File: config.mk
export PLATFORM = sky130hd
export DESIGN_NAME = squish_scheduler_flat
export DESIGN_NICKNAME = d
export VERILOG_FILES = /design/src/rtl/squish_scheduler_if.sv /design/src/rtl/squish_scheduler.sv /design/src/flat_wrapper.sv
export SDC_FILE = /design/constraint.sdc
export NUM_CORES = 1
export LEC_CHECK = 0
export BUFFER_PORTS_ARGS = -buffer_cell sky130_fd_sc_hd__buf_2
export CAP_MARGIN = 10
export CORE_UTILIZATION = 45
export CTS_CLUSTER_DIAMETER = 200
export CTS_CLUSTER_SIZE = 40
export DETAILED_ROUTE_END_ITERATION = 8
export GPL_ROUTABILITY_DRIVEN = 0
export HOLD_SLACK_MARGIN = 0.12
export PLACE_DENSITY = 0.83
export SLEW_MARGIN = 0
export SYNTH_ARGS = -nofsm -noshare
export SYNTH_HDL_FRONTEND = slang
export SYNTH_SLANG_ARGS = --single-unit
File: constraint.sdc
create_clock -name clk -period 5.23 [get_ports clk]
set_input_delay 0 -clock clk [delete_from_list [all_inputs] [get_ports clk]]
set_output_delay 0 -clock clk [all_outputs]
set_load 0.02 [all_outputs]
File: src/rtl/squish_scheduler_if.sv
// Request/result bundle between the neuron requesters, the shared squish
// scheduler and the layer sequencer.
//   master : the scheduler (issues acks, produces tagged results)
//   slave  : the requester/consumer side
interface squish_scheduler_if #(
    parameter int N_REQ = 4,
    parameter int ID_W  = 2
);
    logic [N_REQ-1:0]    req;
    logic [N_REQ*33-1:0] req_data;
    logic [N_REQ-1:0]    ack;
    logic                res_valid;
    logic                res_ready;
    logic [ID_W-1:0]     res_id;
    logic [16:0]         res_data;

    modport master (
        input  req, req_data, res_ready,
        output ack, res_valid, res_id, res_data
    );

    modport slave (
        output req, req_data, res_ready,
        input  ack, res_valid, res_id, res_data
    );
endinterface

File: src/rtl/squish_scheduler.sv
// squish_scheduler: round-robin time-multiplexing of one shared squish
// activation datapath across N_REQ neuron requesters. Each grant registers
// the winner's 33-bit pre-activation into sq_in, captures the 17-bit result
// one cycle later and presents it tagged with the requester index.
// Optional build macro SQUISH_STATS_EN adds a 16-bit completed-result
// counter on port op_count.
module squish_scheduler #(
    parameter int N_REQ = 4,
    parameter int ID_W  = 2
) (
    input  logic                clk,
    input  logic                reset_n,
    squish_scheduler_if.master  bus,
    output logic [32:0]         sq_in,
    input  logic [16:0]         sq_out
`ifdef SQUISH_STATS_EN
    ,
    output logic [15:0]         op_count
`endif
);

    typedef enum logic [1:0] {IDLE, CALC, RESULT} state_t;

    state_t          state, state_nxt;
    logic [ID_W-1:0] rr_ptr;
    logic [ID_W-1:0] win;
    logic [ID_W-1:0] ptr_nxt;
    logic [ID_W:0]   cand;
    logic            grant_ok;
    logic [32:0]     sel_data;
    logic            grant;
    logic            capture;
    logic            drop_res;

    // Round-robin search: first set req at or above rr_ptr, wrapping to 0.
    // Loop runs from the farthest offset down so the nearest one wins.
    always_comb begin
        grant_ok = 1'b0;
        win      = '0;
        cand     = '0;
        for (int i = N_REQ - 1; i >= 0; i--) begin
            cand = {1'b0, rr_ptr} + (ID_W + 1)'(i);
            if (cand >= (ID_W + 1)'(N_REQ))
                cand = cand - (ID_W + 1)'(N_REQ);
            if (bus.req[cand[ID_W-1:0]]) begin
                grant_ok = 1'b1;
                win      = cand[ID_W-1:0];
            end
        end
    end

    // Winner's operand slice and the pointer value that follows it.
    always_comb begin
        sel_data = '0;
        for (int i = 0; i < N_REQ; i++) begin
            if (win == ID_W'(i))
                sel_data = bus.req_data[33*i +: 33];
        end
        ptr_nxt = ({1'b0, win} == (ID_W + 1)'(N_REQ - 1)) ? '0 : win + 1'b1;
    end

    // State register.
    always_ff @(posedge clk) begin
        if (!reset_n)
            state <= IDLE;
        else
            state <= state_nxt;
    end

    // Next-state and per-edge actions; a result handshake with requests
    // pending re-grants on the same edge so results can issue every 2 cycles.
    always_comb begin
        state_nxt = state;
        grant     = 1'b0;
        capture   = 1'b0;
        drop_res  = 1'b0;
        case (state)
            IDLE: begin
                if (grant_ok) begin
                    grant     = 1'b1;
                    state_nxt = CALC;
                end
            end
            CALC: begin
                capture   = 1'b1;
                state_nxt = RESULT;
            end
            RESULT: begin
                if (bus.res_valid && bus.res_ready) begin
                    drop_res = 1'b1;
                    if (grant_ok) begin
                        grant     = 1'b1;
                        state_nxt = CALC;
                    end else begin
                        state_nxt = IDLE;
                    end
                end
            end
            default: state_nxt = IDLE;
        endcase
    end

    // Operand launch, ack pulse, result capture and round-robin pointer.
    always_ff @(posedge clk) begin
        if (!reset_n) begin
            sq_in         <= '0;
            rr_ptr        <= '0;
            bus.ack       <= '0;
            bus.res_valid <= 1'b0;
            bus.res_id    <= '0;
            bus.res_data  <= '0;
        end else begin
            bus.ack <= '0;
            if (grant) begin
                bus.ack    <= N_REQ'(1) << win;
                sq_in      <= sel_data;
                bus.res_id <= win;
                rr_ptr     <= ptr_nxt;
            end
            if (capture) begin
                bus.res_data  <= sq_out;
                bus.res_valid <= 1'b1;
            end
            if (drop_res)
                bus.res_valid <= 1'b0;
        end
    end

`ifdef SQUISH_STATS_EN
    // Completed-result counter; wraps naturally at 16 bits.
    always_ff @(posedge clk) begin
        if (!reset_n)
            op_count <= '0;
        else if (drop_res)
            op_count <= op_count + 16'd1;
    end
`endif

endmodule

File: src/flat_wrapper.sv
// flat-port wrapper written by rule: the top's interface ports become plain ports
module squish_scheduler_flat 
#(
    parameter int N_REQ = 4,
    parameter int ID_W  = 2
)
  (clk, reset_n, sq_in, sq_out, bus_req, bus_req_data, bus_res_ready, bus_ack, bus_res_valid, bus_res_id, bus_res_data);
  squish_scheduler_if #(.N_REQ(N_REQ), .ID_W(ID_W)) bus_i ();
  input  logic clk;
  input  logic reset_n;
  output logic [32:0] sq_in;
  input  logic [16:0] sq_out;
  input wire logic [$bits(bus_i.req)-1:0] bus_req;
  input wire logic [$bits(bus_i.req_data)-1:0] bus_req_data;
  input wire logic [$bits(bus_i.res_ready)-1:0] bus_res_ready;
  output wire logic [$bits(bus_i.ack)-1:0] bus_ack;
  output wire logic [$bits(bus_i.res_valid)-1:0] bus_res_valid;
  output wire logic [$bits(bus_i.res_id)-1:0] bus_res_id;
  output wire logic [$bits(bus_i.res_data)-1:0] bus_res_data;
  assign bus_i.req = bus_req;
  assign bus_i.req_data = bus_req_data;
  assign bus_i.res_ready = bus_res_ready;
  assign bus_ack = bus_i.ack;
  assign bus_res_valid = bus_i.res_valid;
  assign bus_res_id = bus_i.res_id;
  assign bus_res_data = bus_i.res_data;
  squish_scheduler #(.N_REQ(N_REQ), .ID_W(ID_W)) u_core (.clk(clk), .reset_n(reset_n), .bus(bus_i), .sq_in(sq_in), .sq_out(sq_out));
endmodule
## Word level (Yosys, flattened, before mapping)

Index checks and enable logic that the tools add are counted.

- Output and inout bits: 57
- Word-level logic and storage cells: 73
- Register bits after elaboration: 61
- Bits of input ports: 156

- Magnitude comparators: 8
- Muxes and demuxes: 35
- Add/subtract/negate cells: 8
- Bitwise operators: 1
- Shift-type cells: 1
- Eq/ne operators: 7
- Reduce and logical (&&, ||, !) cells: 6

Operators with widths:

| cell | count |
|---|---|
| 33-bit two-way mux | 4 |
| 2-bit two-way mux | 11 |
| 1-bit two-way mux | 14 |
| 2-bit by 3-bit < comparator with 1-bit output (second input constant) | 4 |
| 3-bit greater-or-equal comparator (second input constant) | 3 |
| 1-bit binary-select mux with 2-bit select | 4 |
| 2-bit by 1-bit subtractor with 2-bit output (second input constant) | 4 |
| 2-bit by 2-bit adder with 3-bit output (second input constant) | 2 |
| 2-bit equality test (second input constant) | 3 |
| 2-bit one-hot mux with 3 select lines | 1 |
| 2-bit by 1-bit equality test with 1-bit output (second input constant) | 2 |
| 2-bit zero test | 2 |
| 2-bit by 1-bit != test with 1-bit output (second input constant) | 2 |
| 2-bit AND reduction | 2 |
| 1-bit by 2-bit << shifter with 4-bit output (first input constant) | 1 |
| 2-bit by 1-bit adder with 3-bit output (second input constant) | 1 |
| 2-bit by 3-bit greater-or-equal comparator with 1-bit output (second input constant) | 1 |
| 2-bit by 1-bit adder with 2-bit output (second input constant) | 1 |
| 1-bit one-hot mux with 2 select lines | 1 |
| 2-bit OR reduction | 1 |
| 1-bit logical AND | 1 |
| 1-bit inverter | 1 |

## Depth between registers and ports, before layout

- Depth in word-level cells: 14
- Gate-level depth with buffers: 12
- Depth with buffers taken out: 9

## Least setup slack after synthesis

OpenSTA, ideal clock, no wires.

- Path kind: reg-to-reg
- From: register u_core.rr_ptr[1]
- To: register u_core.sq_in[31]
- Clock period less this slack: 2.576 ns
- Buffers on the path: 3
- Required time: 5.160 ns
- Stages on the path, launching flop included: 13
- Arrival time: 2.505 ns
- Setup time: 0.070 ns
- Setup slack: 2.654 ns
- Path through: dfxtp_1 -> mux2i_1 -> nor2_1 -> or3_1 -> clkbuf_1 -> inv_1 -> ha_1 -> or2_2 -> clkbuf_1 -> clkbuf_1 -> a221oi_1 -> or3_1 -> a21oi_1

- Word-level cells in the longest chain between the ends: 14
- Elaborated cells between the ends (all ways): 42
- Classes of those cells: 7 x add/sub; 4 x order compare; 3 x eq/ne; 27 x mux; 1 x reduce/logical

RTL lines:

| what | line | text |
|---|---|---|
| from (decl) | squish_scheduler.sv:25 | `logic [ID_W-1:0] rr_ptr;` |
| from (signal assigned) | squish_scheduler.sv:118 | `rr_ptr <= ptr_nxt;` |
| 2-bit by 2-bit adder with 3-bit output | squish_scheduler.sv:42 | `cand = {1'b0, rr_ptr} + (ID_W + 1)'(i);` |
| 3-bit greater-or-equal comparator / 2-bit by 1-bit subtractor with 2-bit output (equally long branches) | squish_scheduler.sv:43, squish_scheduler.sv:44 |  |
| 2-bit two-way mux | squish_scheduler.sv:43 | `if (cand >= (ID_W + 1)'(N_REQ))` |
| 1-bit binary-select mux with 2-bit select | squish_scheduler.sv:45 | `if (bus.req[cand[ID_W-1:0]]) begin` |
| 1-bit two-way mux (not written as such) | squish_scheduler.sv:45 |  |
| 2-bit two-way mux (3 in a row) | squish_scheduler.sv:45 |  |
| 2-bit two-way mux (*) | squish_scheduler.sv:45 |  |
| via u_core.win[0] | squish_scheduler.sv:26 | `logic [ID_W-1:0] win;` |
| 2-bit zero test | squish_scheduler.sv:56 | `if (win == ID_W'(i))` |
| 33-bit two-way mux (3 in a row) | squish_scheduler.sv:56 |  |
| 33-bit two-way mux (*) | squish_scheduler.sv:56 |  |
| to (signal assigned) | squish_scheduler.sv:116 | `sq_in <= sel_data;` |
| to (decl) | squish_scheduler.sv:14 | `output logic [32:0] sq_in,` |

The timed path passes the listed nets; every way through them passes the cells marked *. The select of a mux whose other input is x is not followed.
A chain may end at the register's enable or synchronous reset.

## Worst setup path in the final report

- From: register u_core.rr_ptr[1]
- To: register u_core.sq_in[18]

Same word-level chain as after synthesis.

==> summary.md <==
| Metric | Value |
|---|---|
| Area growth syn-to-layout | `68.36%` |
| Worst EP arrival | `4.45 ns` |
| Hold path depth | `4` |
| IO buf count | `212` |
| Standard-cell rows | `29` |
| Finished Layout Cells | `749` |
| GRT Total Usage | `35.51%` |
| Reg2reg end | `u_core.sq_in[18]` |
| Final Cell Area | `5186 um2` |
| Skew final | `0.007183 ns` |
| Die area | `7180 um2` |
| Share of layout cells above drive strength 1 | `34.97%` |
| CP Launch Point | `u_core.rr_ptr[1]` |
| Residual DRC | `12` |
| DP Wirelength | `7.248 mm` |
| Routed len/inst | `17.50 um` |
| Mean post-synth cell area | `7.779 um2` |
| Final setup fails | `0` |
| Vias per cell | `5.896` |
| Min cycle time layout | `4.275 ns` |
| Grt total ovfl | `0` |
| CTS H-Tree Depth | `3` |
| CTS tree | `yes` |
| First-pass GRT wire length | `20.07 mm` |
| Critical Setup Path Class | `register to register` |
| Unrepaired setup endpoints after global routing | `false` |
| Setup Buffers After CTS | `0` |
| R2R Path Start | `u_core.rr_ptr[1]` |
| Pwr dens | `385.5 nW/um2` |
| Antenna Nets Post-Route | `0` |
| Synth cell types | `34` |
| CP required | `5.41 ns` |
| Clock Latency Late Sink | `0.34 ns` |
| ANT cells | `0` |
| CTS root buffer | `clkbuf_8` |
| Die Span X | `84.74 um` |
| Placeable Area | `6495 um2` |
| Final WL | `13.11 mm` |
| Maximum VDD drop | `241.9 uV` |
| Failing checks | `DRC` |
| R2r setup slk | `0.96 ns` |
| Initial antenna violation count | `2` |
| Mapped Area | `3080 um2` |
| Boundary Pins | `213` |
| Clk sinks | `61` |
| Fill cells | `422` |
| CP max FO | `34` |
| Sequential area share after synthesis | `39.64%` |
| Initial Util | `47.43%` |
| Ys Warns | `0` |
| Yosys reg bits | `61` |
| Maxcap violations | `0` |
| CTS buffer count | `9` |
| Vias in the first global route | `4295` |
| Reg2reg path depth | `11` |
| Hold EP | `u_core.sq_in[32]` |
| Hold crit path type | `input port to register` |
| Setup crit start kind | `register` |
| First-pass iteration count of the detailed router | `9` |
| Post-DP Area | `4098 um2` |
| P_leak | `2.388 nW` |
| Fin. max-slew vios | `0` |
| Die Y-Extent | `84.74 um` |
| Final Hold Fails | `0` |
| Setup TNS | `0 ns` |
| Measured slew at the worst slew-check pin | `1.207 ns` |
| NumNets Final | `827` |
| Worst min-delay path startpoint | `bus_req_data[131]` |
| Initial DRC count | `291` |
| Critical Path Sink Type | `register` |
| DR vias | `4416` |
| Outcome | `finished, violations left` |
| CTS Buffer Depth | `2` |
| Max Clk Rate | `233.9 MHz` |
| Fin crit share | `81.73%` |
| Largest net degree at the start of global routing | `70` |
| Net Count, Synth | `556` |
| Relative slew slack | `19.50%` |
| Placed cells | `649` |
| Reg clk slew, reported paths | `0.07 ns` |
| Post-Syn Instances | `396` |
cells in the mapped netlist, drive strengths merged:
master	count	share of area, %
clkinv	1	0.12
a21oi	81	13
a221oi	4	1.1
nand2	72	8.8
nor2	5	0.61
mux2i	1	0.32
o211ai	1	0.24
o2111ai	1	0.28
a211o	28	8.0
nand2b	3	0.61
o31ai	2	0.49
nor3	5	0.81
nor4	1	0.20
and2	1	0.20
nand3	2	0.32
buf	9	1.6
nand3b	29	7.1
nor3b	1	0.24
o21ai	1	0.16
o41ai	1	0.28
a21boi	1	0.24
or2	2	0.41
a211oi	2	0.49
ha	4	1.6
dfxtp	61	40
clkbuf	29	3.5
o22ai	32	6.5
a311oi	1	0.28
inv	5	0.61
nor2b	4	0.81
or3	6	1.2
routing by layer:
metal	global-route usage (%)	share of wire, %	vias to the layer above
met2	62.01	48	327
met3	9.243	10	72
met1	38.78	36	2033
met4	20.96	5.9	2
met5	0	0.076	-
li1	-	-	1982
cells in the final DEF (no fill, tap or decap), types with 5 or more instances in the layout:
cell type,Yosys,final
a211o_1,28,28
buf_2,7,212
nor2_1,5,5
nand3b_1,29,29
nor3_1,5,5
dlygate4sd3_1,0,84
dfxtp_1,61,61
nand2_1,72,72
clkbuf_8,0,10
a21oi_1,81,81
o22ai_1,32,32
or3_1,6,5
area by class of cell:
class	instances	area [um2]	share of cell area [%]
tap	77	96.34	1.858
timing repair buffer	298	1917	36.96
clock inverter	6	110.1	2.123
inverter	6	22.52	0.4343
multi-input combinational	291	1682	32.42
sequential	61	1221	23.55
clock buffer	10	137.6	2.654
critical path, cell delays in order (launching register included):
cell           delay (ns)
dfxtp_1              0.41
mux2i_1              0.21
nor2_1               0.05
or3_1                0.46
inv_1                0.19
ha_1                 0.25
clkinv_1             0.84
o22ai_1              0.42
dlygate4sd3_1        0.59
a211o_1              0.10
dlygate4sd3_1        0.55
a21oi_1              0.06
cell families (layout without fill, tap and decap cells):
logic type      count (synthesis)  in the layout  synth area share, %
simple gates                  131            131                21.28
fa+ha+maj                       4              4                1.625
buf+inv                        44            320                5.889
mux                             1              1               0.3250
compound gates                155            155                31.23
flops                          61             61                39.64
what timing repair did:
item / 4_1_cts / 5_1_grt
gates resized for setup: 0 / 0
endpoints found under the hold margin: 60 / 0
hold buffers: 84 / 0
sequential cells by signal (all words and copies together), names as in the netlist:
signal and flops:
u_core.bus.res_data 17, u_core.state 2, u_core.bus.res_valid 1, u_core.rr_ptr 2
u_core.bus.res_id 2, u_core.sq_in 33, u_core.bus.ack 4
report_power, final:
| part | internal, mW | total (mW) | switching [mW] |
|---|---|---|---|
| logic | 0.404 | 0.885 | 0.481 |
| clock network | 0.329 | 0.523 | 0.195 |
| registers | 0.545 | 0.591 | 0.0460 |
| total | 1.28 | 2.00 | 0.722 |
metrics by stage:
stage | setup WS [ns] | util, % | hold slack (ns) | power [mW]
3_3_place_gp | 2.132 | 63.09 | 0.2097 | 1.283
5_1_grt | 0.6440 | 79.85 | 0.1291 | 2.097
3_5_place_dp | 2.074 | 63.09 | 0.2138 | 1.303
4_1_cts | 1.021 | 79.85 | 0.1210 | 1.962
6_report | 0.9554 | 79.85 | 0.1363 | 1.999
2_1_floorplan | 2.654 | - | 0.09594 | 1.088
how the worst max path moves through the flow:
stage / slack [ns] / cells after the start / endpoint
3_5_place_dp: 2.07 / 9 / u_core.sq_in[16]
2_1_floorplan: 2.65 / 12 / u_core.sq_in[31]
6_report: 0.96 / 11 / u_core.sq_in[18]
4_1_cts: 1.02 / 11 / u_core.sq_in[18]
3_3_place_gp: 2.13 / 9 / u_core.sq_in[16]
5_1_grt: 0.64 / 11 / u_core.sq_in[18]
Power figures use the tool's default switching activity.
